`config.mk`:
```
export PLATFORM = sky130hd
export DESIGN_NAME = serial_subtractor
export DESIGN_NICKNAME = d
export VERILOG_FILES = /design/src/rtl/serial_subtractor.sv
export SDC_FILE = /design/constraint.sdc
export NUM_CORES = 1
export LEC_CHECK = 0
export ABC_AREA = 1
export BUFFER_PORTS_ARGS = -buffer_cell sky130_fd_sc_hd__buf_2
export CELL_PAD_IN_SITES_DETAIL_PLACEMENT = 1
export CELL_PAD_IN_SITES_GLOBAL_PLACEMENT = 2
export CORE_UTILIZATION = 32
export CTS_CLUSTER_DIAMETER = 30
export DETAILED_ROUTE_END_ITERATION = 10
export PLACE_DENSITY_LB_ADDON = 0.1
export SLEW_MARGIN = 20
export SYNTH_ARGS = -nofsm -noshare
export SYNTH_HDL_FRONTEND = slang
export SYNTH_SLANG_ARGS = --single-unit
```
`constraint.sdc`:
```
create_clock -name clk -period 3.1 [get_ports clk]
set_input_delay 0.465 -clock clk [delete_from_list [all_inputs] [get_ports clk]]
set_output_delay 0.465 -clock clk [all_outputs]
set_load 0.005 [all_outputs]
```
`src/rtl/serial_subtractor.sv`:
```
// serial_subtractor
//   Bit-serial WIDTH-bit subtractor. One full-subtractor cell and a
//   registered borrow handle one bit per clock, LSB first. The result is
//   D = (A - B - Bin) mod 2^WIDTH, with Bout = 1 when A < B + Bin (unsigned).
//
//   state | meaning
//   IDLE  | waiting for start; operands are captured on an accepted start
//   RUN   | one cell evaluation and shift per cycle, WIDTH cycles in total
//   DONE  | D/Bout valid with a one-cycle done pulse; always returns to IDLE
//
// Ports
//   clk   : rising-edge clock
//   rst   : synchronous, active-high reset
//   start : request, sampled only in IDLE
//   A, B  : minuend / subtrahend, captured on an accepted start
//   Bin   : borrow-in, captured on an accepted start
//   busy  : high in RUN and DONE
//   done  : one-cycle pulse when D/Bout are updated
//   D     : registered difference, held until the next DONE
//   Bout  : registered borrow-out, held until the next DONE
module serial_subtractor #(
  parameter int WIDTH = 8
) (
  input  logic             clk,
  input  logic             rst,
  input  logic             start,
  input  logic [WIDTH-1:0] A,
  input  logic [WIDTH-1:0] B,
  input  logic             Bin,
  output logic             busy,
  output logic             done,
  output logic [WIDTH-1:0] D,
  output logic             Bout
);

  localparam int CW = $clog2(WIDTH + 1);
  localparam logic [CW-1:0] LAST = CW'(WIDTH - 1);

  typedef enum logic [1:0] {
    IDLE = 2'd0,
    RUN  = 2'd1,
    DONE = 2'd2
  } state_t;

  state_t state, state_next;

  logic [WIDTH-1:0] sa, sb, sd;
  logic             br;
  logic [CW-1:0]    cnt;

  logic a0, b0, d_bit, br_next;

  // Full-subtractor cell on the current operand LSBs.
  always_comb begin
    a0      = sa[0];
    b0      = sb[0];
    d_bit   = a0 ^ b0 ^ br;
    br_next = (~a0 & b0) | (~(a0 ^ b0) & br);
  end

  always_ff @(posedge clk) begin
    if (rst) state <= IDLE;
    else     state <= state_next;
  end

  always_comb begin
    state_next = state;
    case (state)
      IDLE:    if (start) state_next = RUN;
      RUN:     if (cnt == LAST) state_next = DONE;
      DONE:    state_next = IDLE;
      default: state_next = IDLE;
    endcase
  end

  // Both are decoded from the state register only, so no input reaches them
  // combinationally.
  assign busy = (state != IDLE);
  assign done = (state == DONE);

  always_ff @(posedge clk) begin
    if (rst) begin
      sa   <= '0;
      sb   <= '0;
      sd   <= '0;
      br   <= 1'b0;
      cnt  <= '0;
      D    <= '0;
      Bout <= 1'b0;
    end else begin
      case (state)
        IDLE: begin
          if (start) begin
            sa  <= A;
            sb  <= B;
            br  <= Bin;
            cnt <= '0;
            sd  <= '0;
          end
        end
        RUN: begin
          sa  <= sa >> 1;
          sb  <= sb >> 1;
          // Difference bits enter at the MSB so that after WIDTH shifts the
          // first (LSB) result bit has arrived at bit 0.
          sd  <= {d_bit, sd[WIDTH-1:1]};
          br  <= br_next;
          cnt <= cnt + CW'(1);
          // On the final bit the completed word goes straight to the output
          // registers, so they change only on the edge entering DONE.
          if (cnt == LAST) begin
            D    <= {d_bit, sd[WIDTH-1:1]};
            Bout <= br_next;
          end
        end
        default: ;
      endcase
    end
  end

endmodule

```
==> results_dict.tcl <==
set metrics [dict create \
    cts_buffers 5 \
    synth-seq-cells 39 \
    via_per_inst 4.38 \
    ys_seq_area_share_pct 45.7 \
    area_growth_pct 15.9 \
    yosysWarnings 0 \
    drv_cap 0 \
    drive_gt1_share_pct 16.7 \
    drtPass1Iterations 4 \
    routed_wl_microns 4280 \
    hold_start "A[7]" \
    status "finished, final reports clean" \
    hold_depth 3 \
    cts_resized 0 \
    ir_drop_v 0.000291 \
    synth_top_area_share_pct 45.7 \
    required_ps 2630 \
    grt_pass1_vias 1428 \
    cp_max_fo 10 \
    diodes 0 \
    hold_viol 0 \
    r2r_cells 5 \
    finalMaxSlewViolations 0 \
    pin_count 31 \
    setup_tns_ps 0 \
    setup_ws_ps 1210 \
    startpoint "state[0]" \
    dieArea_sq_um 5630 \
    ys_types 19 \
    clk_pin_slew_ps 80 \
    p_leak_nw 0.934 \
    synthCells 247 \
    initial_utilization_pct 33.4 \
    power_density_nw_per_um2 492 \
    cts_setup_buffers 0 \
    overflow 0 \
    die_h_microns 75.0 \
    pre_cts_ws_ps 1110 \
    grt_max_degree 26 \
    grt_pass1_wl_microns 7120 \
    nNetsFinal 296 \
    h-tree-depth 2 \
    antenna_found_initial 0 \
    synth_fp_nets 269 \
    setup_violations 0 \
    grt_use_total_pct 17.2 \
    slew_headroom_pct 64.0 \
    gp_congestion 0.707 \
    rows 26 \
    r2r_slack_ps 1510 \
    end_kind "output port" \
    hp-class "input pin to flop" \
    cts_tree "yes" \
    fill_cells 701 \
    worstSetupStartpointType "flop" \
    wl_per_cell_microns 12.4 \
    clkLatencyLatePin_ps 290 \
    finClkSkew_ps 12.1 \
    worstHoldEndpoint "sa[7]" \
    syn-cell-area_sq_um 1710 \
    reg2reg_from "state[0]" \
    synth.avg_cell_area_sq_um 6.91 \
    clk_path_buf_depth 2 \
    rsz0062_at_grt "no" \
    worst_pin_slew_ps 540 \
    critPathKind "flop to output port" \
    coreArea_sq_um 5110 \
    synth_area_leader_cell "dfxtp_1" \
    period_share_pct 61.0 \
    worstPathArrival_ps 1430 \
    cts_root_buffer "clkbuf_8" \
    drtIter0Drc 52 \
    antenna_left 0 \
    clock_sinks 39 \
    port_buffers 30 \
    worst_r2r_endpoint "sa[2]" \
    dp_hpwl_microns 2910 \
    drc 0 \
    route.vias.total 1511 \
    synthTopCellsByArea "dfxtp_1 (46%), nand2_1 (15%), nand3_1 (12%)" \
    fp.dieW_microns 75.0 \
    period_needed_ps 1890 \
    hold_buffers 0 \
    fmax_mhz 529 \
]
## how the worst max path moves through the flow
stage / end / depth (start not counted)
after global placement: sa[0] / 6
final: busy / 4
after global routing: busy / 4
after CTS: busy / 4
after floorplan: busy / 3
after detailed placement: sb[1] / 6
## through the flow
step / power (mW) / cell area [sq um] / hold slack [ps] / cells / utilization [%]
2_1_floorplan: 0.611 / 1710 / 439 / 247 / -
3_3_place_gp: 0.643 / 1890 / 449 / 337 / 37.1
3_5_place_dp: 0.645 / 1890 / 457 / 337 / 37.1
4_1_cts: 0.989 / 1980 / 412 / 345 / 38.7
5_1_grt: 1.03 / 1980 / 428 / 345 / 38.7
6_report: 0.972 / 1980 / 417 / 345 / 38.7
## state kept, by name, summed over array words and instances, names as in the netlist
name,cells
br,1
sa,8
Bout,1
cnt,4
D,8
sd,7
state,2
sb,8
## layer usage
metal	vias up	wire length, microns	share of wire (%)	global-route usage, %
met3	5	122	2.8	3.61
met4	0	38	0.89	5.03
li1	823	-	-	-
met2	23	1810	42	25.2
met5	-	0	0	0
met1	660	2310	54	25.2
## power breakdown
group	total (mW)	switching [mW]	internal, mW
sequential	0.527	0.00981	0.517
clock	0.342	0.185	0.157
combinational	0.103	0.0677	0.0352
total	0.972	0.262	0.710
## cell usage after synthesis
| library cell | count |
|---|---|
| fa_1 | 1 |
| buf_6 | 1 |
| clkbuf_1 | 3 |
| nand3_1 | 41 |
| o21ai_0 | 2 |
| dfxtp_1 | 39 |
| nor2_2 | 1 |
| a21oi_1 | 14 |
| nor2_4 | 2 |
| nor2_1 | 41 |
| buf_1 | 1 |
| nand2_2 | 1 |
| buf_2 | 5 |
| inv_1 | 21 |
| inv_2 | 2 |
| buf_4 | 2 |
| nand2_4 | 1 |
| ha_1 | 1 |
| nand2_1 | 68 |
## cells by family after synthesis
| group | Yosys count | share of synthesized area, % |
|---|---|---|
| buffers and inverters | 35 | 8.94 |
| DFF | 39 | 45.7 |
| and+or+nand+nor | 155 | 38.7 |
| adders and majority gates | 2 | 1.91 |
| AOI/OAI and AO/OA | 16 | 4.69 |
## cell type report
| class | instances | area (sq um) | area share, % |
|---|---|---|---|
| clock buffers | 6 | 72.6 | 3.67 |
| inverters | 23 | 86.3 | 4.36 |
| clock inverters | 2 | 12.5 | 0.633 |
| flip-flops and latches | 39 | 781 | 39.5 |
| multi-input cells | 173 | 773 | 39.1 |
| well taps | 70 | 87.6 | 4.43 |
| repair buffers | 32 | 165 | 8.35 |
## cell usage in the layout, fill, tap and decap left out, types with 5 or more instances in the layout
cell / instances
nand3_1: 41
nand2_1: 68
nor2_1: 41
dfxtp_1: 39
a21oi_1: 14
buf_2: 30
clkbuf_8: 5
inv_1: 21
## worst max-delay path, cell delays in order (launching register included)
cell	delay, ps
dfxtp_1	380
nor2_2	350
buf_4	240
inv_1	40
buf_2	120
(Power assumes the default switching activity.)
